File: config.mk
export PLATFORM = sky130hd
export DESIGN_NAME = i2s_tx_stereo
export DESIGN_NICKNAME = d
export VERILOG_FILES = /design/src/rtl/i2s_tx_stereo.sv
export SDC_FILE = /design/constraint.sdc
export NUM_CORES = 1
export LEC_CHECK = 0
export ABC_CLOCK_PERIOD_IN_PS = 2400
export BUFFER_PORTS_ARGS = -buffer_cell sky130_fd_sc_hd__buf_2
export CORE_MARGIN = 2
export CORE_UTILIZATION = 49
export CTS_BUF_LIST = sky130_fd_sc_hd__clkbuf_8
export DETAILED_ROUTE_END_ITERATION = 7
export PLACE_DENSITY = 0.83
export SLEW_MARGIN = 20
export SYNTH_ARGS = -nofsm -noshare
export SYNTH_HDL_FRONTEND = slang
export SYNTH_SLANG_ARGS = --single-unit
File: constraint.sdc
create_clock -name clk -period 2.4 [get_ports clk]
set_clock_uncertainty 0.2 [all_clocks]
set_input_delay 0.24 -clock clk [delete_from_list [all_inputs] [get_ports clk]]
set_output_delay 0.24 -clock clk [all_outputs]
set_load 0.05 [all_outputs]
File: src/rtl/i2s_tx_stereo.sv
// Stereo I2S master transmitter: 1-deep holding register feeding a frame register,
// serialised MSB first with the standard one-BCLK delay after each LRCLK edge.
module i2s_tx_stereo #(
  parameter int unsigned BCLK_DIV = 4,
  parameter int unsigned SAMPLE_W = 16,
  parameter int unsigned SLOT_W   = 32
) (
  input  logic                clk,
  input  logic                rst,
  input  logic                s_valid,
  output logic                s_ready,
  input  logic [SAMPLE_W-1:0] s_left,
  input  logic [SAMPLE_W-1:0] s_right,
  output logic                i2s_bclk,
  output logic                i2s_lrclk,
  output logic                i2s_sdata,
  output logic                frame_sync,
  output logic                underrun
);

  localparam int unsigned FrameBits = 2 * SLOT_W;
  localparam int unsigned DivW      = (BCLK_DIV > 1) ? $clog2(BCLK_DIV) : 1;
  localparam int unsigned BitW      = $clog2(FrameBits);
  localparam int unsigned IdxW      = $clog2(SAMPLE_W);

  localparam logic [DivW-1:0] DivLast   = DivW'(BCLK_DIV - 1);
  localparam logic [BitW-1:0] BitLast   = BitW'(FrameBits - 1);
  localparam logic [BitW-1:0] SlotStart = BitW'(SLOT_W);
  localparam logic [BitW-1:0] SampleTop = BitW'(SAMPLE_W);

  logic [DivW-1:0]     r_div_cnt;
  logic                r_bclk;
  logic [BitW-1:0]     r_bit_cnt;
  logic                r_lrclk;
  logic                r_sdata;
  logic                r_frame_sync;
  logic                r_underrun;
  logic                r_ready;
  logic [SAMPLE_W-1:0] r_hold_l;
  logic [SAMPLE_W-1:0] r_hold_r;
  logic [SAMPLE_W-1:0] r_frame_l;
  logic [SAMPLE_W-1:0] r_frame_r;

  logic                w_tick;
  logic                w_fall;
  logic [BitW-1:0]     w_bit_nxt;
  logic                w_load;
  logic                w_lr_nxt;
  logic [BitW-1:0]     w_pos;
  logic [IdxW-1:0]     w_idx;
  logic [SAMPLE_W-1:0] w_chan;
  logic                w_sdata_nxt;
  logic                w_accept;

  always_comb begin
    w_tick      = (r_div_cnt == DivLast);
    w_fall      = w_tick && r_bclk;
    w_bit_nxt   = (r_bit_cnt == BitLast) ? '0 : r_bit_cnt + 1'b1;
    w_load      = w_fall && (w_bit_nxt == '0);
    w_lr_nxt    = (w_bit_nxt >= SlotStart);
    w_pos       = w_lr_nxt ? (w_bit_nxt - SlotStart) : w_bit_nxt;
    w_chan      = w_lr_nxt ? r_frame_r : r_frame_l;
    // Slot position 1 carries the MSB; position 0 is the I2S delay bit.
    w_idx       = IdxW'(SampleTop - w_pos);
    w_sdata_nxt = 1'b0;
    if ((w_pos != '0) && (w_pos <= SampleTop)) begin
      w_sdata_nxt = w_chan[w_idx];
    end
    w_accept    = s_valid && r_ready;
  end

  always_ff @(posedge clk or posedge rst) begin
    if (rst) begin
      r_div_cnt <= '0;
      r_bclk    <= 1'b0;
      r_bit_cnt <= BitLast;
      r_lrclk   <= 1'b1;
      r_sdata   <= 1'b0;
    end else begin
      if (w_tick) begin
        r_div_cnt <= '0;
        r_bclk    <= ~r_bclk;
      end else begin
        r_div_cnt <= r_div_cnt + 1'b1;
      end
      if (w_fall) begin
        r_bit_cnt <= w_bit_nxt;
        r_lrclk   <= w_lr_nxt;
        r_sdata   <= w_sdata_nxt;
      end
    end
  end

  always_ff @(posedge clk or posedge rst) begin
    if (rst) begin
      r_frame_sync <= 1'b0;
      r_underrun   <= 1'b0;
      r_ready      <= 1'b1;
      r_hold_l     <= '0;
      r_hold_r     <= '0;
      r_frame_l    <= '0;
      r_frame_r    <= '0;
    end else begin
      r_frame_sync <= w_load;
      r_underrun   <= w_load && r_ready;
      if (w_load) begin
        r_frame_l <= r_ready ? '0 : r_hold_l;
        r_frame_r <= r_ready ? '0 : r_hold_r;
      end
      // A load only drains a full holding register, so it never races an accept.
      if (w_load && !r_ready) begin
        r_ready <= 1'b1;
      end else if (w_accept) begin
        r_ready <= 1'b0;
      end
      if (w_accept) begin
        r_hold_l <= s_left;
        r_hold_r <= s_right;
      end
    end
  end

  assign s_ready    = r_ready;
  assign i2s_bclk   = r_bclk;
  assign i2s_lrclk  = r_lrclk;
  assign i2s_sdata  = r_sdata;
  assign frame_sync = r_frame_sync;
  assign underrun   = r_underrun;

endmodule

==> results by stage, run 1 <==
Floorplanning:
- The number of top-level pins is 41.
- The number of standard-cell rows in the floorplan is 32.
- Measured along the x axis, the die boundary spans 92.1 um.
- For this configuration, the core starts out at a cell density of 0.500.
- The y dimension of the die is 92.1 um.
- The die outline area is 8490 um2.
- The area of the core region is 7610 um2.

Status:
- The run finished with clean final reports.

Finish:
- The repair_antennas step left the layout with diodes totalling 0.
- The combined flip-flop and latch cell area is 1960 um2.
- The area of the multi-input gates is 1700 um2.
- After filler insertion, the fill cell instance count of the layout stands at 556.
- The share of post-route cells with drive strength above 1 is 0.315.
- The net total in the final layout is 499.
- The count of non-filler cells in the finished layout is 569.
- The area growth from synthesis to layout is 29.1%.

Detailed routing:
- The post-detailed-route wirelength per cell is 15.7 um.
- Summing over every cut layer, the via total after detailed routing is 3095.
- The pre-antenna-repair detailed-routing pass consisted of 4 iterations.
- The detail route stage leaves a number of antenna-violating nets equal to 0.
- Dividing the detail-routed via count by the number of cells gives 5.44.
- The number of DRC violations after detailed-routing iteration 0 is 198.
- The routed length on met1 is 3830 um.
- The total met3 wirelength after detailed routing is 366 um.
- For this run, design rule violations remaining after detail routing come to 0.
- Routed signal wires occupy layers up through met4.
- Wires add up to 8940 um.
- The routed design uses 4530 um of met2 wire.

Setup path:
- The worst setup path category is reg -> reg.
- In this run the register-to-register setup slack is 50 ps.
- In this run the worst path has a maximum fanout of 6.
- The capturing point of the worst reg2reg path is i2s_sdata$_DFFE_PP0P_.
- For the worst flop-to-flop path, the logic depth is 8.
- The endpoint required time on the critical path is 2450 ps.
- The signal arrival time at the worst endpoint is 2400 ps.
- STA classifies the critical path endpoint as a register.
- In this run the critical register-to-register path is launched from r_bit_cnt[1]$_DFFE_PP1P_.
- The type of element launching the critical path is a register.

Synthesis:
- The Yosys step of the flow raised 0 warnings.
- The most used flip-flop cell after synthesis is sky130_fd_sc_hd__dfrtp_1.
- By area the synthesized netlist is led by sky130_fd_sc_hd__dfrtp_1, sky130_fd_sc_hd__mux2_2, sky130_fd_sc_hd__nand2_1.
- The post-synthesis area per instance is 10.3 um2.
- For this run, asynchronously set or reset flops after synthesis account for 1.00.
- The share of the yosys chip area belonging to registers is 0.516.
- The share of synthesized area in the top cell type comes to 0.460.
- Of all cell types, the one taking the most synthesized area is sky130_fd_sc_hd__dfrtp_1.
- The number of distinct library cells after synthesis is 52.
- After technology mapping, the gate count stands at 370.
- The synthesized netlist occupies a cell area of 3800 um2.
- The number of nets handed over by synthesis was 407.
- The synthesized design contains 0 enable-type register cells.
- Counting flops and latches in the post-synthesis netlist gives 78.

Clock tree:
- The clock slew at the register clock pins of the worst setup and hold paths is 70 ps.
- TritonCTS built the clock tree.
- The cell at the root of the clock tree is sky130_fd_sc_hd__clkbuf_8.
- The H-tree was split into 3 levels.
- The clock reaches the later pin of the worst-skew pair after 350 ps.
- The tree built by TritonCTS fans out to 78 sinks.
- Buffers inserted during clock tree synthesis total 9.
- The number of buffers between clock root and the deepest sink is 2.

Pwr:
- The leakage power is 2.29 nW.
- Dividing total power by cell area gives a power density of 515 nW/um2.
- The maximum ir drop on the vdd rail is 0.000458 V.

Place:
- The final estimated routing congestion in global placement is 0.924.
- Counting tap cells, the placed design contains a total of 508 instances.
- The HPWL reported at the end of detailed placement is 5680 um.
- Input and output buffers added on the ports amount to 40.

Global route:
- The maximum number of pins on one net before global-route repair is 68.
- The number of antenna violations at the first check in global routing is 0.
- The sum of overflow across all layers after global routing is 0.
- The wire length of the first global-routing pass is 14600 um.
- The global-route usage over all layers is 0.221.
- The via count of the first global-routing pass is 3011.

STA:
- The maximum clock rate is 426 MHz.
- After routing, the total negative slack on setup checks comes to 0 ps.
- Setup violations remaining at the end of the flow were counted as 0.
- For the pin with the worst max-slew slack, the measured transition is 394 ps.
- In this run the tightest slew margin relative to its limit is 0.737.
- The number of slew-limit violations in the final report was 0.
- Setup repair after global routing could not meet its margin everywhere.
- The final critical path time including I/O delays and setup is 2350 ps.
- The final critical-path share of the clock period is 0.978.
- The number of failing hold endpoints at the final stage is 0.

Hold path:
- In this run the worst hold path is classified as in -> async.

Flow run:
- The max capacitance violation total is 0.
-- worst max-delay path by stage --
| stage | slack [ps] | startpoint | to | depth (start not counted) |
|---|---|---|---|---|
| after global placement | 70 | r_bit_cnt[0]$_DFFE_PP1P_ | i2s_sdata$_DFFE_PP0P_ | 8 |
| after global routing | -40 | r_bit_cnt[0]$_DFFE_PP1P_ | i2s_sdata$_DFFE_PP0P_ | 8 |
| after detailed placement | 20 | r_bit_cnt[0]$_DFFE_PP1P_ | i2s_sdata$_DFFE_PP0P_ | 8 |
| after floorplan | 3 | r_bit_cnt[1]$_DFFE_PP1P_ | i2s_sdata$_DFFE_PP0P_ | 8 |
| final | 50 | r_bit_cnt[1]$_DFFE_PP1P_ | i2s_sdata$_DFFE_PP0P_ | 8 |
| after CTS | 1 | r_bit_cnt[0]$_DFFE_PP1P_ | i2s_sdata$_DFFE_PP0P_ | 8 |
-- synth_stat cells, types with 2 or more instances --
cell type                   n
sky130_fd_sc_hd__a211o_1    2
sky130_fd_sc_hd__o21ai_1    2
sky130_fd_sc_hd__a32o_1     2
sky130_fd_sc_hd__and3_1     2
sky130_fd_sc_hd__xor2_1     3
sky130_fd_sc_hd__a21boi_0   2
sky130_fd_sc_hd__buf_4      6
sky130_fd_sc_hd__mux2i_1   13
sky130_fd_sc_hd__dfrtp_1   70
sky130_fd_sc_hd__buf_6      2
sky130_fd_sc_hd__buf_1      3
sky130_fd_sc_hd__a22oi_1    2
sky130_fd_sc_hd__o21ai_0   38
sky130_fd_sc_hd__a211oi_1   3
sky130_fd_sc_hd__a21oi_1   10
sky130_fd_sc_hd__ha_1       2
sky130_fd_sc_hd__a31oi_1    3
sky130_fd_sc_hd__o31ai_1    3
sky130_fd_sc_hd__mux2_2    35
sky130_fd_sc_hd__xnor2_1    2
sky130_fd_sc_hd__nor2_1    12
sky130_fd_sc_hd__and2_1     2
sky130_fd_sc_hd__nor3_1     4
sky130_fd_sc_hd__clkbuf_1  11
sky130_fd_sc_hd__nand2_1   77
sky130_fd_sc_hd__dfstp_2    8
sky130_fd_sc_hd__o211ai_1   2
sky130_fd_sc_hd__nand3_1   15
sky130_fd_sc_hd__inv_1      3
sky130_fd_sc_hd__a32oi_1    2
sky130_fd_sc_hd__buf_2      8
-- cell type report --
cell class / instances / area share
Tap cell: 102 / 0.0260
Inverter: 4 / 0.00382
Sequential cell: 78 / 0.399
Clock inverter: 6 / 0.0125
Clock buffer: 10 / 0.0280
Timing Repair Buffer: 111 / 0.184
Multi-Input combinational cell: 258 / 0.346
-- cells by family (layout without fill, tap and decap cells) --
family,after synthesis,count (layout),synth area share
multiplexers,50,50,0.149
AND/OR/NAND/NOR,117,117,0.128
adder cells (fa/ha/maj),2,2,0.00658
XOR/XNOR,5,5,0.0115
flip-flops,78,78,0.516
AO/OA/AOI/OAI,84,84,0.143
buffers and inverters,34,131,0.0460
-- through the flow --
step / utilization / instance area (um2) / setup slack [ps] / total power, mW / hold WS [ps]
floorplan: - / 3810 / 2.96 / 1.48 / 95.4
global placement: 0.553 / 4210 / 71.4 / 1.52 / 201
detailed placement: 0.553 / 4210 / 15.0 / 1.53 / 210
CTS: 0.625 / 4750 / 1.43 / 2.54 / 232
global route: 0.646 / 4910 / -41.1 / 2.62 / 223
finish: 0.646 / 4910 / 53.7 / 2.53 / 206
-- where the power goes --
| part | leakage (nW) | total, mW | switching [mW] | internal, mW |
|---|---|---|---|---|
| logic | 1.16 | 0.170 | 0.0659 | 0.104 |
| clock network | 0.102 | 0.972 | 0.468 | 0.504 |
| registers | 1.03 | 1.39 | 0.0251 | 1.36 |
| total | 2.29 | 2.53 | 0.559 | 1.97 |
-- state kept, by name, indices dropped and copies added (netlist names) --
| signal | cells |
|---|---|
| r_hold_l | 16 |
| s_ready | 1 |
| r_frame_l | 16 |
| r_div_cnt | 2 |
| underrun | 1 |
| i2s_lrclk | 1 |
| frame_sync | 1 |
| r_frame_r | 16 |
| i2s_sdata | 1 |
| i2s_bclk | 1 |
| r_bit_cnt | 6 |
| r_hold_r | 16 |
-- repair_timing --
item	4_1_cts	5_1_grt
setup buffers	0	9
endpoints found under the hold margin	70	0
pin swaps	0	8
endpoints found under the setup margin	1	29
hold buffers	34	0
gates resized for setup	1	12
cloned	0	1
-- layer usage --
| metal | vias up | GRT usage |
|---|---|---|
| met2 | 78 | 0.368 |
| met4 | 0 | 0.0983 |
| li1 | 1491 | - |
| met3 | 21 | 0.0485 |
| met5 | - | 0 |
| met1 | 1505 | 0.276 |
-- placed cells by master (no fill, tap or decap), types with 2 or more instances in the layout --
cell type                       instances
sky130_fd_sc_hd__a211o_1                2
sky130_fd_sc_hd__dfrtp_1               70
sky130_fd_sc_hd__a32o_1                 2
sky130_fd_sc_hd__nand3_1               15
sky130_fd_sc_hd__buf_2                 41
sky130_fd_sc_hd__a21boi_0               2
sky130_fd_sc_hd__inv_1                  2
sky130_fd_sc_hd__a22oi_1                2
sky130_fd_sc_hd__nand2_1               76
sky130_fd_sc_hd__clkbuf_8              10
sky130_fd_sc_hd__o21ai_0               37
sky130_fd_sc_hd__a21oi_1               10
sky130_fd_sc_hd__buf_4                 27
sky130_fd_sc_hd__o31ai_1                3
sky130_fd_sc_hd__xor2_1                 3
sky130_fd_sc_hd__nor3_1                 4
sky130_fd_sc_hd__dlygate4sd3_1         34
sky130_fd_sc_hd__mux2_2                35
sky130_fd_sc_hd__xnor2_1                2
sky130_fd_sc_hd__o21ai_1                3
sky130_fd_sc_hd__clkinvlp_4             2
sky130_fd_sc_hd__o211ai_1               2
sky130_fd_sc_hd__and2_1                 2
sky130_fd_sc_hd__nor2_1                12
sky130_fd_sc_hd__dfstp_2                8
sky130_fd_sc_hd__a31oi_1                3
sky130_fd_sc_hd__a32oi_1                2
sky130_fd_sc_hd__a211oi_1               3
sky130_fd_sc_hd__clkinv_2               3
sky130_fd_sc_hd__mux2i_1               13
sky130_fd_sc_hd__buf_6                  3
sky130_fd_sc_hd__buf_12                 3
-- worst max-delay path, cell delays in order (launching register included) --
cell	delay (ps)
sky130_fd_sc_hd__dfstp_2	570
sky130_fd_sc_hd__ha_4	160
sky130_fd_sc_hd__a21oi_4	30
sky130_fd_sc_hd__o32a_1	380
sky130_fd_sc_hd__buf_6	160
sky130_fd_sc_hd__mux2i_1	110
sky130_fd_sc_hd__a221oi_1	280
sky130_fd_sc_hd__nor3b_1	90
sky130_fd_sc_hd__a211oi_1	260
Power figures use the tool's default switching activity.
==> run 2: changes to the inputs <==
--- a/config.mk
+++ b/config.mk
@@ -5,13 +5,14 @@
 export SDC_FILE = /design/constraint.sdc
 export NUM_CORES = 1
 export LEC_CHECK = 0
+export ABC_AREA = 1
 export ABC_CLOCK_PERIOD_IN_PS = 2400
 export BUFFER_PORTS_ARGS = -buffer_cell sky130_fd_sc_hd__buf_2
 export CORE_MARGIN = 2
 export CORE_UTILIZATION = 49
 export CTS_BUF_LIST = sky130_fd_sc_hd__clkbuf_8
 export DETAILED_ROUTE_END_ITERATION = 7
-export PLACE_DENSITY = 0.83
+export PLACE_DENSITY = 0.71
 export SLEW_MARGIN = 20
 export SYNTH_ARGS = -nofsm -noshare
 export SYNTH_HDL_FRONTEND = slang
==> results by stage, run 2 <==
Status:
- Outcome: finished, final reports clean (unchanged).

Synthesis:
- The post-synthesis share of cell area spent on and, or, nand and nor gates came to 0.250 (was 0.128).
- The biggest area consumer among synthesized cells is sky130_fd_sc_hd__dfrtp_1 (unchanged).
- The number of distinct library cells after synthesis is 28 (was 52).
- The combined area of all synthesized cells is 3640 um2 (was 3800 um2).
- The net count of the mapped netlist was 456 (was 407).
- The share of the yosys chip area belonging to registers is 0.539 (was 0.516).
- The parity-gate share of the synthesized area counting xor and xnor cells is 0.00481 (was 0.0115).
- The share of the synthesized area in the top cell type is 0.481 (was 0.460).
- The total of flip-flops plus latches after synthesis is 78 (unchanged).
- The post-synthesis mux area share was 0 (was 0.149).
- The fraction of the mapped netlist area in compound gates is 0.121 (was 0.143).
- The yosys synthesis warning count is 0 (unchanged).
- The main combinational cell family by area after synthesis is simple AND/OR/NAND/NOR gates (was multiplexers).
- The arithmetic-cell share of the synthesized area counting full adders, half adders and majority gates was 0.00687 (was 0.00658).
- The share of synthesized flip-flops with an asynchronous set or reset is 1.00 (unchanged).
- The gate count of the mapped netlist is 419 (was 370).
- The most repeated cell in the gate-level netlist after synthesis is sky130_fd_sc_hd__nand2_1 (unchanged).
- Area contributors post-synth: sky130_fd_sc_hd__dfrtp_1, sky130_fd_sc_hd__nand2_1, sky130_fd_sc_hd__dfstp_2 (was sky130_fd_sc_hd__dfrtp_1, sky130_fd_sc_hd__mux2_2, sky130_fd_sc_hd__nand2_1).
- Synth cell count leaders: sky130_fd_sc_hd__nand2_1, sky130_fd_sc_hd__dfrtp_1, sky130_fd_sc_hd__inv_1, sky130_fd_sc_hd__o21ai_0, sky130_fd_sc_hd__nand3_1 (was sky130_fd_sc_hd__nand2_1, sky130_fd_sc_hd__dfrtp_1, sky130_fd_sc_hd__o21ai_0, sky130_fd_sc_hd__mux2_2, sky130_fd_sc_hd__nand3_1).
- The top flip-flop cell by instance count after synthesis is sky130_fd_sc_hd__dfrtp_1 (unchanged).
- The post-synthesis area per instance is 8.69 um2 (was 10.3 um2).
- The number of flops mapped to enable cells by yosys came to 0 (unchanged).

Detailed routing:
- The via density per instance came to 4.90 (was 5.44).
- The number of search-and-repair iterations in the first detailed-routing pass came to 4 (unchanged).
- The number of remaining DRC errors is 0 (unchanged).
- The number of antenna-violating nets in the routed design is 0 (unchanged).
- The total number of vias is 2936 (was 3095).
- The post-detailed-route wirelength per cell is 13.0 um (was 15.7 um).
- The final routed wirelength across all metal layers is 7800 um (was 8940 um).
- The number of DRC violations after detailed-routing iteration 0 was 166 (was 198).

Setup path:
- The signal arrival time at the worst endpoint is 2310 ps (was 2400 ps).
- The endpoint required time on the critical path came to 2440 ps (was 2450 ps).
- The capturing point of the worst reg2reg path is i2s_sdata$_DFFE_PP0P_ (unchanged).
- The maximum fanout along the worst path came to 6 (unchanged).
- The worst-case reg-to-reg path depth is 13 (was 8).
- The setup slack of the worst register-to-register path was 130 ps (was 50 ps).
- The reg-to-reg critical path startpoint is r_bit_cnt[0]$_DFFE_PP1P_ (was r_bit_cnt[1]$_DFFE_PP1P_).
- The worst setup path category was reg -> reg (unchanged).
- The sort of element at the end of the critical path is a register (unchanged).
- The type of element launching the critical path is a register (unchanged).

Clock tree:
- The number of H-tree levels is 3 (unchanged).
- The cell at the root of the clock tree is sky130_fd_sc_hd__clkbuf_8 (unchanged).
- The number of buffers between clock root and the deepest sink came to 2 (unchanged).
- The number of clock buffers inserted by TritonCTS came to 9 (unchanged).
- The clock slew at the register clock pins of the worst setup and hold paths was 80 ps (was 70 ps).
- The clock latency on the worst-skew pair is 350 ps (about the same).
- The clock sink count is 78 (unchanged).
- The CTS tree is done (unchanged).

Hold path:
- The worst hold-check path type is in -> reg (was in -> async).
- The worst hold path begins at s_valid.
- Counting instances, the worst hold path has a depth of 5.
- The terminating pin of the worst hold path is r_hold_l[9]$_DFFE_PP0P_.

STA:
- The maximum clock rate is 440 MHz (was 426 MHz).
- The headroom to the max-slew limit is 0.546 (was 0.737).
- The number of slew-limit violations in the final report is 0 (unchanged).
- The slew at the pin closest to its max-slew limit is 679 ps (was 394 ps).
- The final critical path time including I/O delays and setup came to 2270 ps (was 2350 ps).
- The number of failing hold endpoints at the final stage is 0 (unchanged).
- The number of endpoints failing setup at the final stage came to 0 (unchanged).
- RSZ-0062 raised after global routing: false (was true).
- The final worst setup slack is 126 ps (was 53.7 ps).
- The summed negative setup slack over all endpoints is 0 ps (unchanged).
- The worst hold slack is 144 ps (was 206 ps).
- The final critical-path share of the clock period is 0.948 (was 0.978).

Floorplanning:
- The effective utilization at floorplan came to 0.505 (was 0.500).
- The area of the core region came to 7210 um2 (was 7610 um2).
- The y dimension of the die is 90.2 um (was 92.1 um).
- The die outline area came to 8140 um2 (was 8490 um2).
- The number of top-level pins was 41 (unchanged).
- The number of standard-cell rows in the floorplan was 31 (was 32).
- The horizontal extent of the die is 90.2 um (was 92.1 um).

Global route:
- The number of antenna violations at the first check in global routing is 0 (unchanged).
- The global-route usage over all layers is 0.211 (was 0.221).
- The wire length of the first global-routing pass is 13700 um (was 14600 um).
- The maximum number of pins on one net before global-route repair is 41 (was 68).
- The sum of overflow across all layers after global routing is 0 (unchanged).
- The via count of the first global-routing pass was 3016 (was 3011).

Finish:
- The most common cell after layout, fill and taps aside is sky130_fd_sc_hd__nand2_1 (unchanged).
- The share of post-route cells with drive strength above 1 is 0.236 (was 0.315).
- The antenna diode count is 0 (unchanged).
- The count of non-filler cells in the finished layout came to 599 (was 569).
- The core occupancy in the finished layout is 0.633 (was 0.646).
- Commonest cells after routing, fill and taps aside: sky130_fd_sc_hd__nand2_1, sky130_fd_sc_hd__dfrtp_1, sky130_fd_sc_hd__buf_2 (unchanged).
- The synthesis-to-finish area growth came to 25.5% (was 29.1%).
- The finished layout cell area came to 4570 um2 (was 4910 um2).
- The net total in the final layout is 534 (was 499).

Pwr:
- The post-layout total power was 3.22 mW (was 2.53 mW).
- The maximum ir drop on the vdd rail is 0.000407 V (was 0.000458 V).
- The leakage power was 2.24 nW (was 2.29 nW).
- The cell area power density is 705 nW/um2 (was 515 nW/um2).

Place:
- The quantity of I/O buffers inserted on ports came to 40 (unchanged).
- The number of placed instances with taps included is 551 (was 508).
- The final estimated routing congestion in global placement is 0.936 (was 0.924).
- The worst setup slack after placement was 76.2 ps (was 15.0 ps).
- The placed instance area is 3950 um2 (was 4210 um2).
- The HPWL reported at the end of detailed placement is 5270 um (was 5680 um).

Flow run:
- The max capacitance violation total was 0 (unchanged).
[run 2: area by class of cell]
| cell class | count | area (um2) |
|---|---|---|
| fillers | 650 | 2650 |
| flip-flops and latches | 78 | 1960 |
| multi-input cells | 280 | 1410 |
| repair buffers | 83 | 638 |
| inverters | 45 | 173 |
| clock buffers | 10 | 138 |
| well taps | 99 | 124 |
| clock inverters | 4 | 120 |
[run 2: repair_timing]
action | CTS | global route
setup endpoints to repair | 0 | 26
hold buffers | 33 | 0
gates resized for setup | 0 | 6
endpoints found under the hold margin | 61 | 0
buffers inserted | 0 | 1
[run 2: worst max path at each step]
| stage | depth (start not counted) | end | startpoint |
|---|---|---|---|
| floorplan | 13 | i2s_sdata$_DFFE_PP0P_ | r_bit_cnt[0]$_DFFE_PP1P_ |
| global placement | 12 | i2s_sdata$_DFFE_PP0P_ | r_bit_cnt[0]$_DFFE_PP1P_ |
| detailed placement | 12 | i2s_sdata$_DFFE_PP0P_ | r_bit_cnt[0]$_DFFE_PP1P_ |
| CTS | 9 | r_frame_r[15]$_DFFE_PP0P_ | r_bit_cnt[2]$_DFFE_PP1P_ |
| global route | 13 | i2s_sdata$_DFFE_PP0P_ | r_bit_cnt[1]$_DFFE_PP1P_ |
| finish | 13 | i2s_sdata$_DFFE_PP0P_ | r_bit_cnt[0]$_DFFE_PP1P_ |
[run 2: power by group]
group	leakage, nW	switching, mW	total, mW	internal [mW]
registers	1.01	0.0740	1.57	1.49
logic	1.10	0.225	0.387	0.162
clock network	0.128	0.454	1.27	0.813
total	2.24	0.753	3.22	2.47
[run 2: per-layer routing]
layer | wire length (um) | vias to the layer above | track usage | share of wire
met5 | 0 | - | 0 | 0
met4 | 178 | 0 | 0.0756 | 0.023
met3 | 290 | 19 | 0.0486 | 0.037
met1 | 3460 | 1384 | 0.277 | 0.44
li1 | - | 1468 | - | -
met2 | 3870 | 65 | 0.346 | 0.50
[run 2: kinds of logic after synthesis]
group           count (synthesis)
flops                          78
simple gates                  211
fa+ha+maj                       2
buf+inv                        61
compound gates                 65
xor+xnor                        2
[run 2: worst max-delay path, cell delays in order, from the launching register on]
cell and delay, ps:
sky130_fd_sc_hd__dfstp_2 580, sky130_fd_sc_hd__ha_4 170, sky130_fd_sc_hd__nand2_4 80, sky130_fd_sc_hd__nor2_4 140, sky130_fd_sc_hd__nand2_2 100, sky130_fd_sc_hd__nand2_2 110, sky130_fd_sc_hd__inv_2 80, sky130_fd_sc_hd__nor2_4 200
sky130_fd_sc_hd__nand2_1 110, sky130_fd_sc_hd__xor2_2 170, sky130_fd_sc_hd__inv_1 50, sky130_fd_sc_hd__nand3_1 70, sky130_fd_sc_hd__nand3_1 70, sky130_fd_sc_hd__nand2_1 50
==> run 3: changes to the inputs <==
--- a/config.mk
+++ b/config.mk
@@ -12,6 +12,7 @@
 export CORE_UTILIZATION = 49
 export CTS_BUF_LIST = sky130_fd_sc_hd__clkbuf_8
 export DETAILED_ROUTE_END_ITERATION = 7
+export MAX_ROUTING_LAYER = met4
 export PLACE_DENSITY = 0.71
 export SLEW_MARGIN = 20
 export SYNTH_ARGS = -nofsm -noshare
==> results by stage, run 3 (same netlist as run 2, synthesis figures left out) <==
Global route:
- The sum of overflow across all layers after global routing is 0 (unchanged).
- The via count of the first global-routing pass is 2932 (was 3016).
- The most used routing layer in global routing is met2 (unchanged).
- The global-route usage over all layers is 0.213 (was 0.211).
- The number of antenna violations at the first check in global routing came to 0 (unchanged).
- The wire length of the first global-routing pass is 13600 um (was 13700 um).
- The fraction of met1 tracks used by global routing is 0.272 (was 0.277).
- The maximum number of pins on one net before global-route repair is 41 (unchanged).
- The global routing usage on met3 is 0.0495 (was 0.0486).
- The met2 track utilization from global routing came to 0.342 (was 0.346).

Floorplanning:
- The y dimension of the die is 90.2 um (unchanged).
- The area of the core region is 7210 um2 (unchanged).
- The number of standard-cell rows in the floorplan is 31 (unchanged).
- The horizontal extent of the die is 90.2 um (unchanged).
- The number of top-level pins is 41 (unchanged).
- The die outline area is 8140 um2 (unchanged).
- The effective utilization at floorplan was 0.505 (unchanged).

Setup path:
- The delay of the slowest cell on the worst path was 600 ps (was 580 ps).
- The setup slack of the worst register-to-register path is 140 ps (was 130 ps).
- The depth of the critical timing path with buffers and inverters included is 13 (unchanged).
- The launch point of the worst path is r_bit_cnt[0]$_DFFE_PP1P_ (unchanged).
- The worst-case reg-to-reg path depth is 13 (unchanged).
- The worst setup path category was reg -> reg (unchanged).
- The destination of the critical timing path is i2s_sdata$_DFFE_PP0P_ (unchanged).
- The buffers plus inverters on the worst setup path is 2 (unchanged).
- The maximum fanout along the worst path is 6 (unchanged).
- Chain of cells forming the critical path: ha_4 > nand2_4 > nor2_4 > nand2_4 > nand2_4 > inv_2 > nor2_4 > nand2_1 > xor2_2 > inv_1 > nand3_1 > nand3_1 > nand2_1 (was ha_4 > nand2_4 > nor2_4 > nand2_2 > nand2_2 > inv_2 > nor2_4 > nand2_1 > xor2_2 > inv_1 > nand3_1 > nand3_1 > nand2_1).
- The signal arrival time at the worst endpoint is 2290 ps (was 2310 ps).
- The cell occurring most often along the worst timing path is sky130_fd_sc_hd__nand2_4.
- The reg-to-reg critical path startpoint was r_bit_cnt[0]$_DFFE_PP1P_ (unchanged).
- The sort of element at the end of the critical path was a register (unchanged).
- The type of element launching the critical path is a register (unchanged).
- The endpoint required time on the critical path was 2430 ps (was 2440 ps).
- The critical path's top delay family is simple AND/OR/NAND/NOR gates (unchanged).
- The capturing point of the worst reg2reg path is i2s_sdata$_DFFE_PP0P_ (unchanged).
- The cell with the biggest individual delay on the critical path is sky130_fd_sc_hd__dfstp_2 (unchanged).

Place:
- The number of placed instances with taps included is 550 (was 551).
- The HPWL reported at the end of detailed placement is 5020 um (was 5270 um).
- The final estimated routing congestion in global placement is 0.940 (was 0.936).
- The quantity of I/O buffers inserted on ports is 40 (unchanged).

STA:
- The final critical path time including I/O delays and setup is 2260 ps (was 2270 ps).
- The slew at the pin closest to its max-slew limit is 728 ps (was 679 ps).
- The maximum clock rate is 443 MHz (was 440 MHz).
- The number of endpoints failing setup at the final stage is 0 (unchanged).
- The final critical-path share of the clock period was 0.941 (was 0.948).
- The number of slew-limit violations in the final report is 0 (unchanged).
- The number of failing hold endpoints at the final stage is 0 (unchanged).
- The headroom to the max-slew limit came to 0.513 (was 0.546).

Finish:
- The most common cell after layout, fill and taps aside was sky130_fd_sc_hd__nand2_1 (unchanged).
- The synthesis-to-finish area growth is 24.8% (was 25.5%).
- The count of non-filler cells in the finished layout is 599 (unchanged).
- Commonest cells after routing, fill and taps aside: sky130_fd_sc_hd__nand2_1, sky130_fd_sc_hd__dfrtp_1, sky130_fd_sc_hd__inv_1 (was sky130_fd_sc_hd__nand2_1, sky130_fd_sc_hd__dfrtp_1, sky130_fd_sc_hd__buf_2).
- The share of post-route cells with drive strength above 1 was 0.232 (was 0.236).
- The net total in the final layout is 532 (was 534).
- The antenna diode count is 0 (unchanged).

Detailed routing:
- The final routed wirelength across all metal layers was 7430 um (was 7800 um).
- The via density per instance was 4.78 (was 4.90).
- The number of DRC violations after detailed-routing iteration 0 is 158 (was 166).
- The total number of vias is 2866 (was 2936).
- The number of search-and-repair iterations in the first detailed-routing pass is 5 (was 4).
- The number of antenna-violating nets in the routed design came to 0 (unchanged).
- The post-detailed-route wirelength per cell is 12.4 um (was 13.0 um).
- The number of remaining DRC errors is 0 (unchanged).

Clock tree:
- The cell at the root of the clock tree is sky130_fd_sc_hd__clkbuf_8 (unchanged).
- The clock latency on the worst-skew pair is 350 ps (about the same).
- The number of buffers between clock root and the deepest sink is 2 (unchanged).
- The number of H-tree levels is 3 (unchanged).
- The clock sink count is 78 (unchanged).
- The clock slew at the register clock pins of the worst setup and hold paths is 80 ps (about the same).
- The number of clock buffers inserted by TritonCTS is 9 (unchanged).
- The CTS tree is done (unchanged).

Hold path:
- The worst hold-check path type is in -> reg (unchanged).

Flow run:
- The max capacitance violation total is 0 (unchanged).

Pwr:
- The maximum ir drop on the vdd rail is 0.000419 V (was 0.000407 V).
- The cell area power density was 684 nW/um2 (was 705 nW/um2).
- The post-layout total power was 3.11 mW (was 3.22 mW).
- The leakage power was 2.24 nW (about the same).

Status:
- Outcome: finished, final reports clean (unchanged).
## run 3: per-layer routing
layer | up-vias | part of all wire
met5 | - | 0
met4 | 0 | 0.0087
met3 | 5 | 0.040
met2 | 51 | 0.50
met1 | 1342 | 0.45
li1 | 1468 | -
## run 3: cell type report
type,count,area [um2]
multi-input cells,280,1420
clock buffers,10,138
inverters,45,173
clock inverters,6,103
fillers,646,2670
repair buffers,81,623
flip-flops and latches,78,1960
well taps,99,124
## run 3: worst min-delay path by stage
stage	start	endpoint	slack [ps]	cells past startpoint
finish	s_valid	r_hold_l[12]$_DFFE_PP0P_	140	5
CTS	s_valid	r_hold_l[12]$_DFFE_PP0P_	130	5
floorplan	s_left[10]	r_hold_l[10]$_DFFE_PP0P_	150	2
global placement	rst	underrun$_DFF_PP0_	190	2
global route	s_valid	r_hold_l[11]$_DFFE_PP0P_	160	5
detailed placement	rst	underrun$_DFF_PP0_	200	2
## run 3: worst register-to-register path, stage by stage, from the launching register on
cell	delay, ps
sky130_fd_sc_hd__dfstp_2	600
sky130_fd_sc_hd__ha_4	170
sky130_fd_sc_hd__nand2_4	80
sky130_fd_sc_hd__nor2_4	160
sky130_fd_sc_hd__nand2_4	90
sky130_fd_sc_hd__nand2_4	80
sky130_fd_sc_hd__inv_2	70
sky130_fd_sc_hd__nor2_4	190
sky130_fd_sc_hd__nand2_1	120
sky130_fd_sc_hd__xor2_2	170
sky130_fd_sc_hd__inv_1	60
sky130_fd_sc_hd__nand3_1	70
sky130_fd_sc_hd__nand3_1	70
sky130_fd_sc_hd__nand2_1	40
## run 3: stage by stage
stage / util / TNS [ps] / setup WS [ps] / hold slack (ps) / cell area (um2)
after global placement: 0.546 / 0 / 121 / 188 / 3940
after floorplan: - / 0 / 301 / 150 / 3640
after global routing: 0.630 / -11.0 / -8.72 / 162 / 4550
after CTS: 0.625 / 0 / 61.0 / 128 / 4510
final: 0.630 / 0 / 141 / 135 / 4550
after detailed placement: 0.546 / 0 / 93.4 / 197 / 3940
## run 3: report_power, final
group | switching, mW | internal (mW)
Clock | 0.455 | 0.710
Sequential | 0.0735 | 1.49
Combinational | 0.218 | 0.161
Total | 0.746 | 2.36
## run 3: repair_timing
| item | 4_1_cts | 5_1_grt |
|---|---|---|
| hold buffers | 33 | 0 |
| hold endpoints to repair | 64 | 0 |
| setup buffers | 0 | 0 |
| endpoints found under the setup margin | 0 | 25 |
| resized for setup | 0 | 8 |
